<file path="src/rtl/seq_wide_comparator.sv">
// ---------------------------------------------------------------------------
// seq_wide_comparator
//   Multi-cycle magnitude comparator for W = N*WORDS bit operands. Operands,
//   mode and cascade inputs are latched on an accepted start. The comparator
//   then examines one N-bit chunk per cycle, MSB chunk first, and stops at
//   the first chunk that differs. If every chunk matches, the latched cascade
//   inputs from the lower-order stage are passed through as the result.
//
// Ports
//   clk          rising-edge clock
//   rst_n        synchronous active-low reset
//   start        request; accepted only while idle (busy=0)
//   signed_mode  1 = two's-complement operands, 0 = unsigned
//   Iagtb/Iaeqb/Ialtb  cascade inputs from the lower-order stage
//   a, b         W-bit operands
//   busy         high from the cycle after an accepted start until done
//   done         one-cycle pulse, result valid
//   Oagtb/Oaeqb/Oaltb  registered result, held until next result or reset
//   chunks_used  number of chunks examined for the last result
// ---------------------------------------------------------------------------
module seq_wide_comparator #(
  parameter  int N     = 4,
  parameter  int WORDS = 4,
  localparam int W     = N * WORDS,
  localparam int CW    = $clog2(WORDS + 1)
) (
  input  logic          clk,
  input  logic          rst_n,
  input  logic          start,
  input  logic          signed_mode,
  input  logic          Iagtb,
  input  logic          Iaeqb,
  input  logic          Ialtb,
  input  logic [W-1:0]  a,
  input  logic [W-1:0]  b,
  output logic          busy,
  output logic          done,
  output logic          Oagtb,
  output logic          Oaeqb,
  output logic          Oaltb,
  output logic [CW-1:0] chunks_used
);

  localparam int IW = (WORDS > 1) ? $clog2(WORDS) : 1;
  // Inverting the sign bit maps two's-complement ordering onto unsigned
  // ordering, so one unsigned comparator serves both modes.
  localparam logic [N-1:0] SIGN_MASK = N'(1) << (N - 1);

  typedef enum logic [1:0] {
    IDLE = 2'd0,
    CMP  = 2'd1,
    DONE = 2'd2
  } state_t;

  state_t r_state;
  state_t w_state_next;

  logic [W-1:0]  r_a;
  logic [W-1:0]  r_b;
  logic          r_signed;
  logic          r_cgt;
  logic          r_ceq;
  logic          r_clt;
  logic [IW-1:0] r_idx;
  logic          r_gt;
  logic          r_eq;
  logic          r_lt;
  logic [CW-1:0] r_chunks;

  logic [N-1:0]  w_chunks_a [WORDS];
  logic [N-1:0]  w_chunks_b [WORDS];
  logic [N-1:0]  w_key_a;
  logic [N-1:0]  w_key_b;
  logic          w_flip;
  logic          w_ne;
  logic          w_gt;
  logic          w_last;

  // Split the latched operands into chunk arrays for the per-cycle mux.
  generate
    for (genvar gi = 0; gi < WORDS; gi++) begin : g_chunk
      assign w_chunks_a[gi] = r_a[gi*N +: N];
      assign w_chunks_b[gi] = r_b[gi*N +: N];
    end
  endgenerate

  // Only the MSB chunk carries the sign; lower chunks are magnitude bits.
  assign w_flip  = r_signed && (r_idx == IW'(WORDS - 1));
  assign w_key_a = w_chunks_a[r_idx] ^ (w_flip ? SIGN_MASK : '0);
  assign w_key_b = w_chunks_b[r_idx] ^ (w_flip ? SIGN_MASK : '0);
  assign w_ne    = (w_key_a != w_key_b);
  assign w_gt    = (w_key_a > w_key_b);
  assign w_last  = (r_idx == '0);

  // State register
  always_ff @(posedge clk) begin
    if (!rst_n) begin
      r_state <= IDLE;
    end else begin
      r_state <= w_state_next;
    end
  end

  // Next-state logic
  always_comb begin
    w_state_next = r_state;
    case (r_state)
      IDLE:    if (start) w_state_next = CMP;
      CMP:     if (w_ne || w_last) w_state_next = DONE;
      DONE:    w_state_next = IDLE;
      default: w_state_next = IDLE;
    endcase
  end

  // Datapath: operand latches, chunk index and result registers
  always_ff @(posedge clk) begin
    if (!rst_n) begin
      r_a      <= '0;
      r_b      <= '0;
      r_signed <= 1'b0;
      r_cgt    <= 1'b0;
      r_ceq    <= 1'b0;
      r_clt    <= 1'b0;
      r_idx    <= '0;
      r_gt     <= 1'b0;
      r_eq     <= 1'b0;
      r_lt     <= 1'b0;
      r_chunks <= '0;
    end else begin
      case (r_state)
        IDLE: begin
          if (start) begin
            r_a      <= a;
            r_b      <= b;
            r_signed <= signed_mode;
            r_cgt    <= Iagtb;
            r_ceq    <= Iaeqb;
            r_clt    <= Ialtb;
            r_idx    <= IW'(WORDS - 1);
          end
        end
        CMP: begin
          if (w_ne) begin
            r_gt     <= w_gt;
            r_lt     <= !w_gt;
            r_eq     <= 1'b0;
            r_chunks <= CW'(WORDS) - CW'(r_idx);
          end else if (w_last) begin
            // All chunks equal: the lower-order stage decides, verbatim.
            r_gt     <= r_cgt;
            r_eq     <= r_ceq;
            r_lt     <= r_clt;
            r_chunks <= CW'(WORDS);
          end else begin
            r_idx    <= r_idx - IW'(1);
          end
        end
        default: ;
      endcase
    end
  end

  assign busy        = (r_state != IDLE);
  assign done        = (r_state == DONE);
  assign Oagtb       = r_gt;
  assign Oaeqb       = r_eq;
  assign Oaltb       = r_lt;
  assign chunks_used = r_chunks;

endmodule

</file>
<file path="config.mk">
export PLATFORM = sky130hd
export DESIGN_NAME = seq_wide_comparator
export DESIGN_NICKNAME = d
export VERILOG_FILES = /design/src/rtl/seq_wide_comparator.sv
export SDC_FILE = /design/constraint.sdc
export NUM_CORES = 1
export LEC_CHECK = 0
export ABC_AREA = 1
export CELL_PAD_IN_SITES_DETAIL_PLACEMENT = 1
export CELL_PAD_IN_SITES_GLOBAL_PLACEMENT = 1
export CORE_MARGIN = 2
export CORE_UTILIZATION = 32
export DETAILED_ROUTE_END_ITERATION = 7
export PLACE_DENSITY_LB_ADDON = 0.12
export SETUP_SLACK_MARGIN = 0.5
export SLEW_MARGIN = 30
export SYNTH_ARGS = -nofsm -noshare
export SYNTH_HDL_FRONTEND = slang
export SYNTH_SLANG_ARGS = --single-unit
</file>
<file path="constraint.sdc">
create_clock -name clk -period 1.85 [get_ports clk]
set_input_delay 0.37 -clock clk [delete_from_list [all_inputs] [get_ports clk]]
set_output_delay 0.37 -clock clk [all_outputs]
set_load 0.1 [all_outputs]
</file>
; Word level (Yosys, flattened, before mapping)
; Index checks and enable logic that the tools add are counted.
[totals]
mem_bits_rw = 0
word_cells = 61
romBits = 0
inputBits = 39
ff_bits = 46
latchBits = 0
output_inout_bits = 8
n_memories = 0
[op_classes]
bitwise_logic = 3
magnitude_cmp = 2
n_addsub = 2
muxes = 22
reduce_logical = 12
shift = 0
n_mul = 0
eq_ne = 8
n_div = 0
[op_table]
columns = op, n
row1 = $mux 4, 5
row2 = $bmux 4 s2, 2
row3 = $mux 2, 5
row4 = $ne 2x2->1 const B, 4
row5 = $pmux 2 s2, 2
row6 = $xor 4x4->4, 2
row7 = $mux 1, 6
row8 = $mux 3, 2
row9 = $reduce_and 2->1, 3
row10 = $reduce_bool 2->1, 3
row11 = $eq 2x2->1 const B, 2
row12 = $gt 4x4->1, 1
row13 = $logic_not 2->1, 2
row14 = $ne 4x4->1, 1
row15 = $reduce_and 4->1, 1
row16 = $ge 3x3->1 const B, 1
row17 = $not 2->3, 1
row18 = $sub 3x2->3 const A, 1
row19 = $eq 2x1->1 const B, 1
row20 = $sub 2x1->2 const B, 1
row21 = $logic_and 1x1->1, 1
row22 = $logic_not 1->1, 1
row23 = $logic_or 1x1->1, 1

; Longest topological paths before layout
[depth]
depth_word = 9
mapped_depth = 14
depth_no_buf = 13

; Least setup slack after synthesis
; No wires, ideal clock.
[synth_path]
path_type = flip-flop to output port
startpoint = register r_state[1]
endpoint = output port done
slack_ps = -219
required_ps = 1480
arrival_time_ps = 1699
path_stages_with_launch = 3
n_path_buf = 0
cell_sequence = dfxtp_1 > inv_2 > nor2_1
[synth_via]
elab_chain_cells = 1
[synth_lines]
columns = element, line
row1 = from (decl), 55  ; state_t r_state;
row2 = from (signal assigned), 100  ; r_state <= w_state_next;
row3 = $eq 2x2->1, 164  ; assign done = (r_state == DONE);
row4 = to (decl), 37  ; output logic done,
; Every way passes these cells.

; Final worst setup path
[layout_path]
startpoint = register r_idx[1]
endpoint = register r_idx[0]
[layout_via]
elab_chain_cells = 8
elab_cells_between_ends = 17
classes_between = eq/ne: 4 / mux: 7 / bitwise: 3 / reduce/logical: 3
[layout_lines]
columns = element, line
row1 = from (decl), 64  ; logic [IW-1:0] r_idx;
row2 = from (signal assigned), 139  ; r_idx <= IW'(WORDS - 1);
row3 = from (signal assigned), 155  ; r_idx <= r_idx - IW'(1);
row4 = $not 2->3 (implied by the code), "89, 90"
row5 = "$bmux 4 s2, on equally long branches", "89, 90"
row6 = "$mux 4, on equally long branches (2 in series)", "89, 90"
row7 = "$xor 4x4->4, on equally long branches", "89, 90"
row8 = $ne 4x4->1, 91  ; assign w_ne = (w_key_a != w_key_b);
row9 = $ne 2x2->1 (no source line), n/a
row10 = $reduce_and 4->1 (no source line) (*), n/a
; Every way passes the cells marked *; elsewhere a longest branch is shown, timed or not. The select of a mux whose other input is x is not followed.
; A chain may end at the register's enable or synchronous reset.

==> metrics <==
status finished with violations; failing checks setup timing; Slew Limit Fails 0; first-pass GRT wire length ~9700 um; PD cells 946 nW/um2; Max-slew headroom about 83%; die area a little over 7000 um2; pre-CTS setup slack -108 ps; top post-synthesis cells by area dfxtp_1 44%, nor2_1 16%, o21ai_0 8.6%; Slowest-stage cell, CP dfxtp_4; met3 routed WL approximately 180 um; crit-path cells clkinvlp_4 -> buf_6 -> a32o_2 -> ha_4 -> nand2_4 -> nor2_4 -> nand2_4 -> nand2_4 -> nand2_2 -> nand2_1 -> nor2_1; Initial Util about 33%; final period utilization 106%; CP required a little over 2000 ps; register clock-pin slew on the reported worst setup and hold paths approximately 80 ps; CP peak stage delay about 370 ps; most frequent cell on the critical path nand2_4; RSZ-0062 raised after global routing true; clk sinks 46; Achievable Freq between 500 and 600 MHz; worst setup margin -108 ps; Avg Cell Area, Syn ~7.3 um2; hold buffers post-CTS 0; FF-to-FF Start r_idx[1]; Yosys warning count 0; fin crit period 1960 ps; grt ovf 0; Placement Rows 29; num ports 47; Critical Path Start r_idx[1]; Hold Startpoint r_b[0]; die width roughly 85 um; startpoint types register; Core Area approximately 6300 um2; kind of critical path register to register; final setup violating endpoints 10; leading area contributor after synthesis dfxtp_1; DRT antenna net count 0; antenna violations before repair 0; GRT Util Overall about 17%; Slew @ Worst Pin ~250 ps; router iterations before antenna repair 4; ant diodes 0; LEAKAGE 1.33 nW; Fin Clk Skew 7.57 ps; synth unique cells 29; area grow syn2layout 53.0%; Arr. time, crit path between 2000 and 2500 ps; top cell type's share of synthesized area around 44%; nets 399; Fillers slightly below 800; CTS root buffer clkbuf_8; maximum vdd drop around 0.00048 V; vias in the first global route between 2000 and 2500; sequential fraction of the synthesis area 43.9%; Port Buffers 46; Yosys reg bits between 40 and 50; uppermost layer routed met4; fraction of layout cells with a size suffix above 1 between 20% and 30%; metal2 WL slightly above 3000 um; WL per Instance 13.6 um; gp weighted congestion slightly above 0.8; Met1 Wirelength about 2500 um; clock buffer depth 2; TritonCTS Buffers 5; vias about 2100; Hold Crit Class register to register; R2R setup slack -110 ps; Post-Route WL ~6000 um; max_cap viols 0; CTS tree yes; Die H 85 um; largest net degree at the start of global routing between 40 and 50; Final Util ~51%; Clock Latency Late Sink about 290 ps; Vias/cell between 4 and 5; critical path fanouts, max 7; Synthesized Nets 333; Post-DP HPWL around 3800 um; synthesized area 2100 um2; initial DRC count 30; Post-route DRC 0; Critical Path End Type register; Fin. Hold Viols 0; Synth Instances around 290; H-Tree Depth 2
## cell usage after synthesis (all sizes together)
cell	count
nand2	44
o21ai	44
xnor2	1
buf	11
nand4	1
clkbuf	4
nor2	90
inv	13
o22ai	3
dfxtp	46
a21oi	10
xor2	1
nand3b	1
nand3	10
ha	6
a32o	3
## layout by cell type, fill, tap and decap left out, drive strengths merged, types with 3 or more instances in the layout
| master | Yosys | layout |
|---|---|---|
| a21oi | 10 | 10 |
| a32o | 3 | 3 |
| buf | 11 | 36 |
| clkbuf | 4 | 7 |
| clkdlybuf4s50 | 0 | 38 |
| dfxtp | 46 | 46 |
| ha | 6 | 6 |
| inv | 13 | 12 |
| nand2 | 44 | 44 |
| nand3 | 10 | 10 |
| nor2 | 90 | 90 |
| o21ai | 44 | 44 |
| o22ai | 3 | 3 |
## sequential cells by signal, indices dropped and copies added, names as in the netlist
signal	cells
r_a	16
r_b	16
chunks_used	3
r_idx	2
r_state	2
Oaeqb	1
Oagtb	1
Oaltb	1
r_ceq	1
r_cgt	1
r_clt	1
r_signed	1
## where the power goes
part,leakage [nW],switching (W),internal (W)
Clock,0.0482,0.000326,0.000302
Sequential,0.383,0.0000874,0.00110
Combinational,0.896,0.000673,0.000546
## per-stage QoR
stage	TNS, ps	total power [W]	hold slack [ps]	cells	instance area, um2
floorplan	0	0.00186	450	288	2130
global placement	-154	0.00215	470	408	2760
detailed placement	-537	0.00217	472	408	2760
CTS	-245	0.00297	491	429	3100
global route	-1640	0.00323	517	432	3210
finish	-791	0.00304	489	432	3210
## layer usage
layer / vias to the layer above / track usage [%]
met5: - / 0
met4: 0 / 5.77
met3: 6 / 3.70
met2: 33 / 29.7
met1: 954 / 19.7
li1: 1067 / -
## layout make-up
cell class | instances | area [um2] | share of cell area [%]
well taps | 77 | 96.3 | 3.00
repair buffers | 74 | 835 | 26.0
inverters | 13 | 65.1 | 2.02
flip-flops and latches | 46 | 933 | 29.0
multi-input cells | 214 | 1190 | 37.1
clock buffers | 7 | 86.3 | 2.69
clock inverters | 1 | 5.00 | 0.156
## final timing paths
check | endpoint | cells past startpoint
worst min-delay path | r_b[0] | 2
worst max register to register | r_idx[0] | 11
worst max-delay path | r_idx[0] | 11
worst min register to register | r_b[0] | 2
## critical path: cells and delay by family (launching register included)
kind	cells	cell delay [ps]
flip-flops	1	370
adder cells (fa/ha/maj)	1	280
AND/OR/NAND/NOR	7	570
buffers and inverters	2	370
AO/OA/AOI/OAI	1	260
## logic make-up (layout without fill, tap and decap cells)
| logic type | after synthesis | count (layout) | share of synthesized area [%] |
|---|---|---|---|
| AND/OR/NAND/NOR | 146 | 146 | 28.3 |
| flip-flops | 46 | 46 | 43.9 |
| XOR/XNOR | 2 | 2 | 0.834 |
| buffers and inverters | 28 | 95 | 7.69 |
| adder cells (fa/ha/maj) | 6 | 6 | 3.58 |
| AO/OA/AOI/OAI | 60 | 60 | 15.7 |
## what timing repair did
action	in CTS	in global routing
gates resized for setup	40	30
pin swaps	9	16
endpoints found under the setup margin	36	40
setup buffers	13	3
Note: power is estimated with default switching activity, not from simulation.
